<file path="src/rtl/operand_fetch.sv">
// Operand read sequencer: walks C[i][j] of a 4x4 product, fetching A/B pairs from the register file.
// Optional build macro OPERAND_FETCH_TRANSPOSE_B_EN selects column-major storage of B.
module operand_fetch #(
  parameter logic [4:0] A_BASE = 5'd0,
  parameter logic [4:0] B_BASE = 5'd16
) (
  input  logic       clk,
  input  logic       rst,
  input  logic       start,
  output logic       busy,
  output logic       done,
  output logic [4:0] rf_addr_1,
  output logic [4:0] rf_addr_2,
  output logic [4:0] rf_addr_3,
  output logic [4:0] rf_addr_4,
  input  logic [7:0] rf_data_1,
  input  logic [7:0] rf_data_2,
  input  logic [7:0] rf_data_3,
  input  logic [7:0] rf_data_4,
  output logic       op_valid,
  input  logic       op_ready,
  output logic [7:0] op_a0,
  output logic [7:0] op_a1,
  output logic [7:0] op_b0,
  output logic [7:0] op_b1,
  output logic [1:0] op_row,
  output logic [1:0] op_col,
  output logic       op_half,
  output logic       op_last
);

  typedef enum logic [1:0] {IDLE = 2'd0, FETCH = 2'd1, DRAIN = 2'd2} state_t;

  state_t     state, state_next;
  logic [1:0] cnt_i, cnt_j, cnt_i_next, cnt_j_next;
  logic       cnt_h, cnt_h_next;
  logic       busy_next, done_next, valid_next, last_next, half_next;
  logic [7:0] a0_next, a1_next, b0_next, b1_next;
  logic [1:0] row_next, col_next;
  logic       load, cnt_last;

  // A load is allowed whenever the output register is empty or being drained this edge.
  assign load     = (state == FETCH) && (!op_valid || op_ready);
  assign cnt_last = (cnt_i == 2'd3) && (cnt_j == 2'd3) && cnt_h;

  assign rf_addr_1 = A_BASE + {1'b0, cnt_i, 2'b00} + {3'b000, cnt_h, 1'b0};
  assign rf_addr_2 = A_BASE + {1'b0, cnt_i, 2'b00} + {3'b000, cnt_h, 1'b1};
`ifdef OPERAND_FETCH_TRANSPOSE_B_EN
  assign rf_addr_3 = B_BASE + {1'b0, cnt_j, cnt_h, 1'b0};
  assign rf_addr_4 = B_BASE + {1'b0, cnt_j, cnt_h, 1'b1};
`else
  assign rf_addr_3 = B_BASE + {1'b0, cnt_h, 3'b000} + {3'b000, cnt_j};
  assign rf_addr_4 = B_BASE + {1'b0, cnt_h, 3'b100} + {3'b000, cnt_j};
`endif

  // Next-state and next-output decode.
  always_comb begin
    state_next = state;
    cnt_i_next = cnt_i;
    cnt_j_next = cnt_j;
    cnt_h_next = cnt_h;
    busy_next  = busy;
    done_next  = 1'b0;
    valid_next = op_valid;
    last_next  = op_last;
    half_next  = op_half;
    row_next   = op_row;
    col_next   = op_col;
    a0_next    = op_a0;
    a1_next    = op_a1;
    b0_next    = op_b0;
    b1_next    = op_b1;
    case (state)
      IDLE: begin
        if (start) begin
          state_next = FETCH;
          busy_next  = 1'b1;
          cnt_i_next = 2'd0;
          cnt_j_next = 2'd0;
          cnt_h_next = 1'b0;
        end else begin
          state_next = IDLE;
        end
      end
      FETCH: begin
        if (load) begin
          valid_next = 1'b1;
          a0_next    = rf_data_1;
          a1_next    = rf_data_2;
          b0_next    = rf_data_3;
          b1_next    = rf_data_4;
          row_next   = cnt_i;
          col_next   = cnt_j;
          half_next  = cnt_h;
          last_next  = cnt_last;
          // h is the fastest digit, then j, then i; beat 31 wraps the counters to zero.
          {cnt_i_next, cnt_j_next, cnt_h_next} = {cnt_i, cnt_j, cnt_h} + 5'd1;
          state_next = cnt_last ? DRAIN : FETCH;
        end else begin
          state_next = FETCH;
        end
      end
      DRAIN: begin
        if (op_valid && op_ready) begin
          valid_next = 1'b0;
          last_next  = 1'b0;
          done_next  = 1'b1;
          busy_next  = 1'b0;
          state_next = IDLE;
        end else begin
          state_next = DRAIN;
        end
      end
      default: begin
        state_next = IDLE;
      end
    endcase
  end

  // State, counter and output registers.
  always_ff @(posedge clk or posedge rst) begin
    if (rst) begin
      state    <= IDLE;
      cnt_i    <= 2'd0;
      cnt_j    <= 2'd0;
      cnt_h    <= 1'b0;
      busy     <= 1'b0;
      done     <= 1'b0;
      op_valid <= 1'b0;
      op_last  <= 1'b0;
      op_half  <= 1'b0;
      op_row   <= 2'd0;
      op_col   <= 2'd0;
      op_a0    <= 8'd0;
      op_a1    <= 8'd0;
      op_b0    <= 8'd0;
      op_b1    <= 8'd0;
    end else begin
      state    <= state_next;
      cnt_i    <= cnt_i_next;
      cnt_j    <= cnt_j_next;
      cnt_h    <= cnt_h_next;
      busy     <= busy_next;
      done     <= done_next;
      op_valid <= valid_next;
      op_last  <= last_next;
      op_half  <= half_next;
      op_row   <= row_next;
      op_col   <= col_next;
      op_a0    <= a0_next;
      op_a1    <= a1_next;
      op_b0    <= b0_next;
      op_b1    <= b1_next;
    end
  end

endmodule

</file>
<file path="config.mk">
export PLATFORM = sky130hd
export DESIGN_NAME = operand_fetch
export DESIGN_NICKNAME = d
export VERILOG_FILES = /design/src/rtl/operand_fetch.sv
export SDC_FILE = /design/constraint.sdc
export NUM_CORES = 1
export LEC_CHECK = 0
export CORE_MARGIN = 3
export CORE_UTILIZATION = 35
export CTS_BUF_LIST = sky130_fd_sc_hd__clkbuf_8
export CTS_CLUSTER_DIAMETER = 80
export CTS_CLUSTER_SIZE = 24
export DETAILED_ROUTE_END_ITERATION = 7
export GPL_ROUTABILITY_DRIVEN = 0
export PLACE_DENSITY = 0.7
export SETUP_SLACK_MARGIN = 0.2
export SLEW_MARGIN = 40
export SYNTH_ARGS = -nofsm -noshare
export SYNTH_HDL_FRONTEND = slang
export SYNTH_SLANG_ARGS = --single-unit
</file>
<file path="constraint.sdc">
create_clock -name clk -period 1.8 [get_ports clk]
set_clock_uncertainty 0.1 [all_clocks]
set_input_delay 0.36 -clock clk [delete_from_list [all_inputs] [get_ports clk]]
set_output_delay 0.36 -clock clk [all_outputs]
set_load 0.01 [all_outputs]
</file>
# Word level (Yosys, flattened, before mapping)
# Index checks and enable logic that the tools add are counted.
[op_classes] addsub=7 n_eq_ne=7 n_mux=22 reduce_logical=14
[ops] op="$mux W2" count=6
[ops] op="$add A4 B2 Y5" count=2
[ops] op="$add A5 B2 Y5" count=2
[ops] op="$add A5 B4 Y5 const A" count=2
[ops] op="$mux W1" count=9
[ops] op="$reduce_and A3 Y1" count=3
[ops] op="$pmux W1 S2" count=4
[ops] op="$pmux W2 S2" count=2
[ops] op="$eq A2 B2 Y1 const B" count=3
[ops] op="$ne A2 B2 Y1 const B" count=3
[ops] op="$pmux W2 S3" count=1
[ops] op="$reduce_bool A2 Y1" count=3
[ops] op="$add A5 B1 Y5 const B" count=1
[ops] op="$logic_and A1 B1 Y1" count=4
[ops] op="$eq A2 B1 Y1 const B" count=1
[ops] op="$logic_not A2 Y1" count=1
[ops] op="$reduce_and A2 Y1" count=1
[ops] op="$logic_not A1 Y1" count=1
[ops] op="$logic_or A1 B1 Y1" count=1
[totals] regBits=48

# Longest topological paths before layout
# Gate-level depths: netlist of run 1.
[depth] ltp_word=6 depth_mapped=5 ltp_nobuf=4

# Worst setup path before layout of run 1
# Ideal clock, no wire load.
[synth_timing] path_kind="register to register" startpoint="reg op_valid" endpoint="reg op_a0[0]" setup_ns=0.125 n_path_buf=2 t_arrival_ns=1.302 slack_ns=0.273 stages_incl_launch_ff=6 synth_period_minus_slack_ns=1.527 path_cell_list="dfrtp_1 nor2b_4 buf_6 nor2_4 buf_4 mux2_2"
[synth_between] elab_chain_len=4
[synth_lines] item="start, declared" line_no="20" text="output logic op_valid,"
[synth_lines] item="start signal, assigned" line_no="145" text="op_valid <= valid_next;"
[synth_lines] item="$logic_not A1 Y1" line_no="43" text="assign load = (state == FETCH) && (!op_valid || op_ready);"
[synth_lines] item="$logic_or A1 B1 Y1" line_no="43"
[synth_lines] item="$logic_and A1 B1 Y1" line_no="43"
[synth_lines] item="$reduce_and A2 Y1 (no source line)"
[synth_lines] item="end signal, assigned" line_no="150" text="op_a0 <= a0_next;"
[synth_lines] item="end, declared" line_no="22" text="output logic [7:0] op_a0,"
# Every way passes these cells.
# A chain may end at the register's enable or synchronous reset.

# Worst setup path in the final report of run 1
[layout_timing] startpoint="reg op_valid" endpoint="reg op_b0[1]"
[layout_between] elab_chain_len=4
[layout_lines] item="$logic_not A1 Y1" line_no="43"
[layout_lines] item="$logic_or A1 B1 Y1" line_no="43"
[layout_lines] item="$logic_and A1 B1 Y1" line_no="43"
[layout_lines] item="$reduce_and A2 Y1 (no source line)"
[layout_lines] item="end signal, assigned" line_no="152" text="op_b0 <= b0_next;"
[layout_lines] item="end, declared" line_no="24" text="output logic [7:0] op_b0,"
# Every way passes these cells.

==> results of run 1 <==
[repair_timing]
item	CTS	global route
resized for setup	59	27
endpoints found under the setup margin	73	34
gates cloned	1	1
buffers inserted	8	7
pin swaps	0	2
hold endpoints to repair	0	0
[placed cells by master (no fill, tap or decap), drive strengths merged, types with 2 or more instances in the layout]
cell type	instances
a31o	2
buf	23
clkbuf	8
clkdlybuf4s50	34
conb	8
dfrtp	48
dlygate4sd2	52
mux2	37
mux2i	3
nand2	5
nand2b	2
nand3	2
nor3	2
[logic make-up after synthesis]
logic type / count (synthesis) / share of synthesized area (%)
compound gates: 11 / 3.95
mux: 40 / 21.7
buf+inv: 25 / 8.93
simple gates: 18 / 6.19
flops: 48 / 58.3
other cells: 2 / 0.364
fa+ha+maj: 1 / 0.607
[critical path, cell delays in order, from the launching register on]
cell	delay, ns
dfrtp_1	0.39
buf_6	0.12
nor2b_4	0.13
nor2_4	0.18
buf_4	0.15
buf_12	0.12
mux2_2	0.33
[routing by layer]
layer / global-route usage [%] / vias to the layer above
met5: 0 / -
met4: 4.90 / 0
met3: 5.21 / 8
met2: 21.1 / 59
met1: 15.3 / 737
li1: - / 684
[through the flow]
step	TNS [ns]	hold WS, ns	total power, mW
2_1_floorplan	0	0.290	2.16
3_3_place_gp	-3.69	0.361	2.84
3_5_place_dp	-4.08	0.362	2.87
4_1_cts	0	0.246	3.44
5_1_grt	0	0.246	3.87
6_report	0	0.255	3.62
[power breakdown]
part	switching, mW	internal [mW]	leakage, nW
registers	0.143	1.33	0.558
clock network	0.329	0.342	0.0503
logic	0.615	0.862	0.959
[final timing paths]
kind | start | endpoint | depth (start not counted)
max | op_valid$_DFFE_PP0P_ | op_b0[1]$_DFFE_PP0P_ | 6
min reg2reg | busy$_DFFE_PP0P_ | busy$_DFFE_PP0P_ | 2
min | rst | op_a1[0]$_DFFE_PP0P_ | 2
max in group asynchronous | rst | cnt_j[0]$_DFFE_PP0P_ | 3
min in group clk | busy$_DFFE_PP0P_ | busy$_DFFE_PP0P_ | 2
max reg2reg | op_valid$_DFFE_PP0P_ | op_b0[1]$_DFFE_PP0P_ | 6
[layout make-up]
type / instances / area (µm²) / area share (%)
flip-flops and latches: 48 / 1210 / 36.7
repair buffers: 112 / 1100 / 33.4
multi-input cells: 78 / 786 / 23.9
clock buffers: 7 / 96.3 / 2.93
well taps: 72 / 90.1 / 2.74
inverters: 2 / 11.3 / 0.342
[registers in the layout, indices dropped and copies added (netlist names), 2 cells and up]
name    count
op_a0       8
op_a1       8
op_b0       8
op_b1       8
cnt_i       2
cnt_j       2
op_col      2
op_row      2
state       2
==> key figures, run 1 <==
Global route
  • First-pass GRT wire length: 6580 µm
  • Largest net degree at the start of global routing: 39
  • Total gr overflow: 0
  • Tot GR Track Use: 12.9%
  • Initial antenna violation count: 0
  • Vias in the first global route: 1,412

Clock tree
  • Hold buffer count at CTS: 0
  • H-tree levels: 2
  • Clock Tree Buf Depth: 2
  • TritonCTS Buffers: 5
  • Clock Pin Slew Worst Setup and Hold Paths: 0.08 ns
  • Clock sink total: 48
  • CTS tree: built
  • CTS root buf: clkbuf_8
  • Clock Latency Late Sink: 0.29 ns

Route
  • Wire length per cell: 14.8 µm
  • Initial DRT Pass Iterations: 4
  • Total Wirelength: 4720 µm
  • Met2 WL: 2360 µm
  • Metal3 WL: 387 µm
  • Post-Route M1 WL: 1910 µm
  • DRC: 0
  • Drt first-iter violations: 39
  • Routed via count: 1,488
  • Vias per inst: 4.66
  • Top Metal Used: met4
  • Antenna-violating nets left: 0

Final layout
  • Fill count: 511
  • Total Nets Final: 284
  • Area Growth Syn to Fin: 59.7%
  • Final instance area: 0.00329 mm²
  • Layout cells sized above 1: 32.0%
  • Final core utilization: 58.7%
  • Ant. Diodes: 0
  • Cell Count, Final, Fillers Out: 319

Setup path
  • Critical path type: reg2reg
  • Crit path max fanout: 11
  • Critical path data required time: 1.88 ns
  • CP startpoint kind: flop
  • Reg2reg setup slack: 0.16 ns
  • Crit path arrival time: 1.72 ns
  • CP endpoint kind: flop

Timing
  • RSZ-0062 raised after global routing: true
  • Setup violators final: 0
  • Tcrit/Tclk final: 91.1%
  • Hold Violations, Final: 0
  • Final worst-path setup slack: 0.160 ns
  • Pins Over Slew Limit: 0
  • Min Tclk post-route: 1.64 ns
  • FMAX: 610 MHz

Placed design
  • Hpwl dp: 3090 µm
  • Cells after DPL: 295
  • DP Worst Slack: -0.139 ns
  • # port buffers: 88
  • DP Area: 0.00297 mm²

Floorplanning
  • Initial Utilization: 36.7%
  • Die height: 82.7 µm
  • Die area: 0.00684 mm²
  • Row count: 27
  • Die Wd: 82.7 µm
  • Ports: 97
  • Core area: 0.00561 mm²

Logic synthesis
  • Synth area leaders: dfrtp_1 (58%), mux2_2 (18%), buf_4 (7.3%)
  • Mapped Area: 0.00206 mm²
  • Share of the synthesized area in the top cell type: 58.3%
  • #FFs+latches synth: 48
  • Synth top cells by count: dfrtp_1 (48), mux2_2 (33), buf_4 (20)
  • Synth area leader: dfrtp_1
  • Fraction of registers with async set or reset after synthesis: 100%
  • Post-synth EDFFs: 0
  • Count of cell types in the netlist: 32
  • Yosys Warn Count: 0
  • Post-synth top flop: dfrtp_1
  • Avg Inst Size Synth: 14.2 µm²
  • Syn Inst Count: 145
  • Cell with the most instances after synthesis: dfrtp_1
  • Post-synthesis sequential area ratio: 58.3%

Status
  • Outcome: finished, final reports clean

Power
  • Peak supply drop: 0.592 mV
  • Lkg Pwr: 1.57 nW
  • Power per cell area: 1100 mW/mm²

Run
  • Max-Cap Viols: 0

Worst hold path
  • Worst min-delay path class: in2async
Note: power is estimated with default switching activity, not from simulation.
==> run 2, diff against run 1 <==
--- a/config.mk
+++ b/config.mk
@@ -14,7 +14,7 @@
 export GPL_ROUTABILITY_DRIVEN = 0
 export PLACE_DENSITY = 0.7
 export SETUP_SLACK_MARGIN = 0.2
-export SLEW_MARGIN = 40
+export SLEW_MARGIN = 10
 export SYNTH_ARGS = -nofsm -noshare
 export SYNTH_HDL_FRONTEND = slang
 export SYNTH_SLANG_ARGS = --single-unit
==> results of run 2 <==
No change in the layout: final DEF, timing and power equal those of run 1.
==> run 3, diff against run 2 <==
--- a/config.mk
+++ b/config.mk
@@ -14,6 +14,7 @@
 export GPL_ROUTABILITY_DRIVEN = 0
 export PLACE_DENSITY = 0.7
 export SETUP_SLACK_MARGIN = 0.2
+export SKIP_CTS_REPAIR_TIMING = 1
 export SLEW_MARGIN = 10
 export SYNTH_ARGS = -nofsm -noshare
 export SYNTH_HDL_FRONTEND = slang
==> constraint.sdc (replaced) <==
create_clock -name clk -period 1.9 [get_ports clk]
set_clock_uncertainty 0.1 [all_clocks]
set_input_delay 0.38 -clock clk [delete_from_list [all_inputs] [get_ports clk]]
set_output_delay 0.38 -clock clk [all_outputs]
set_load 0.01 [all_outputs]
==> key figures, run 3 (synthesized netlist as in run 1, its figures left out) <==
Global route
  • Vias in the first global route: 1,406 (was 1,412)
  • Total gr overflow: 0 (unchanged)
  • Initial antenna violation count: 0 (unchanged)
  • Largest net degree at the start of global routing: 34 (was 39)
  • Tot GR Track Use: 13.0% (was 12.9%)
  • First-pass GRT wire length: 6680 µm (was 6580 µm)

Route
  • Vias per inst: 4.56 (was 4.66)
  • Routed via count: 1,426 (was 1,488)
  • Drt first-iter violations: 31 (was 39)
  • Total Wirelength: 4430 µm (was 4720 µm)
  • Wire length per cell: 14.2 µm (was 14.8 µm)
  • DRC: 0 (unchanged)
  • Antenna-violating nets left: 0 (unchanged)
  • Initial DRT Pass Iterations: 4 (unchanged)

Timing
  • Min Tclk post-route: 1.71 ns
  • Final hold slack: 0.303 ns (was 0.255 ns)
  • RSZ-0062 raised after global routing: true (unchanged)
  • FMAX: 584 MHz
  • Fin Setup TNS: 0 ns (unchanged)
  • Final worst-path setup slack: 0.187 ns (was 0.160 ns)
  • Hold Violations, Final: 0 (unchanged)
  • Pins Over Slew Limit: 0 (unchanged)
  • Tcrit/Tclk final: 90.2%
  • Setup violators final: 0 (unchanged)

Power
  • Sw Ratio: 28.8% (was 30.0%)
  • Combinational group share of total power: 38.2% (was 40.8%)
  • Peak supply drop: 0.558 mV (was 0.592 mV)
  • Clk pwr share: 21.0% (was 18.5%)
  • Part of the power in registers: 40.8% (was 40.6%)
  • Power per cell area: 1050 mW/mm² (was 1100 mW/mm²)
  • Lkg Pwr: 1.82 nW (was 1.57 nW)
  • Power Total: 3.44 mW (was 3.62 mW)
  • Int Pwr: 2.45 mW (was 2.53 mW)
  • Switch Pwr: 992 µW (was 1.09 mW)

Run
  • Max-Cap Viols: 0 (unchanged)

Setup path
  • Crit path max fanout: 5 (was 11)
  • Crit path largest cell delay: 0.54 ns (was 0.39 ns)
  • Critical path data required time: 1.42 ns (was 1.88 ns)
  • CP cell instances: clkdlybuf4s50_1 (was buf_6 -> nor2b_4 -> nor2_4 -> buf_4 -> buf_12 -> mux2_2)
  • CP startpoint kind: flop (unchanged)
  • Family with the most delay on the worst path: buffers and inverters (was flip-flops)
  • Levels on crit path: 1 (was 6)
  • CP endpoint kind: primary output (was flop)
  • Crit path buf inv count: 1 (was 3)
  • Critical path type: reg2out (was reg2reg)
  • Worst R2R Path Depth: 4 (was 6)
  • Crit path arrival time: 1.23 ns (was 1.72 ns)
  • CP max stage cell: clkdlybuf4s50_1 (was dfrtp_1)

Floorplanning
  • Core area: 0.00561 mm² (unchanged)
  • Die Wd: 82.7 µm (unchanged)
  • Row count: 27 (unchanged)
  • Die area: 0.00684 mm² (unchanged)
  • Die height: 82.7 µm (unchanged)
  • Ports: 97 (unchanged)
  • Initial Utilization: 36.7% (unchanged)

Final layout
  • Total Nets Final: 277 (was 284)
  • Most frequent cells in the layout: dlymetal6s2s_1 (50), dfrtp_1 (43), clkdlybuf4s50_1 (38) (was dlygate4sd2_1 (52), dfrtp_1 (43), clkdlybuf4s50_1 (34))
  • FF/Latch Area: 0.00121 mm² (unchanged)
  • Ant. Diodes: 0 (unchanged)
  • Layout cells sized above 1: 29.0% (was 32.0%)
  • Cell Count, Final, Fillers Out: 313 (was 319)
  • Area occupied by multi-input gates: 698 µm² (was 786 µm²)
  • Area Growth Syn to Fin: 58.8% (was 59.7%)
  • Fill count: 501 (was 511)
  • Most common cell after layout, fill and taps aside: dlymetal6s2s_1 (was dlygate4sd2_1)

Placed design
  • Cells after DPL: 295 (unchanged)
  • DP Worst Slack: -0.0311 ns (was -0.139 ns)
  • Hpwl dp: 3150 µm (was 3090 µm)
  • # port buffers: 88 (unchanged)

Clock tree
  • Clock Latency Late Sink: 0.30 ns (was 0.29 ns)
  • H-tree levels: 2 (unchanged)
  • CTS root buf: clkbuf_8 (unchanged)
  • Clock Tree Buf Depth: 2 (unchanged)
  • TritonCTS Buffers: 5 (unchanged)
  • Clock Pin Slew Worst Setup and Hold Paths: 0.09 ns (was 0.08 ns)
  • CTS tree: built (unchanged)
  • Clock sink total: 48 (unchanged)

Status
  • Outcome: finished, final reports clean (unchanged)

Worst hold path
  • Worst min-delay path class: in2async (unchanged)
## run 3: cell types whose count changed in the layout (fill, tap and decap cells not counted), sizes merged
cell / change
dlygate4sd2: -52
dlymetal6s2s: +49
buf: -6
clkdlybuf4s50: +4
clkbuf: -3
bufinv: +1
clkdlybuf4s15: -1
clkinv: +1
inv: +1
## run 3: metrics by stage
stage	area (µm²)	util [%]
detailed placement	2960	52.7
floorplan	2080	-
global route	3270	58.4
finish	3270	58.4
global placement	2960	52.7
CTS	3070	54.7
## run 3: layout make-up
class                           instances  area share, %
Clock buffer                            5           2.10
Clock inverter                          3           1.30
Timing Repair Buffer                  105           35.4
Inverter                                2          0.229
Sequential cell                        48           36.9
Tap cell                               72           2.75
Multi-Input combinational cell         78           21.3
## run 3: worst paths after layout
| check | from | to | slack [ns] |
|---|---|---|---|
| worst min register to register | op_b0[5]$_DFFE_PP0P_ | op_b0[5]$_DFFE_PP0P_ | 0.38 |
| worst max-delay path | cnt_h$_DFFE_PP0P_ | rf_addr_1[1] | 0.19 |
| max in group asynchronous | rst | cnt_i[1]$_DFFE_PP0P_ | 0.98 |
| worst min-delay path | rst | op_b1[2]$_DFFE_PP0P_ | 0.30 |
| min in group clk | op_b0[5]$_DFFE_PP0P_ | op_b0[5]$_DFFE_PP0P_ | 0.38 |
| worst max register to register | cnt_h$_DFFE_PP0P_ | cnt_j[0]$_DFFE_PP0P_ | 0.28 |
## run 3: power by group through the flow
stage          combinational [mW]  clock [mW]  sequential [mW]
3_5_place_dp                 1.25           0             1.46
4_1_cts                      1.25       0.761             1.45
6_report                     1.32       0.724             1.40
3_3_place_gp                 1.23           0             1.46
2_1_floorplan               0.514           0             1.53
5_1_grt                      1.43       0.804             1.44
## run 3: per-layer routing
metal	vias up	GRT usage (%)	share of wire, %
li1	666	-	-
met5	-	0	0
met1	705	15.3	38
met3	6	4.88	7.9
met2	49	22.3	54
met4	0	3.43	0.86
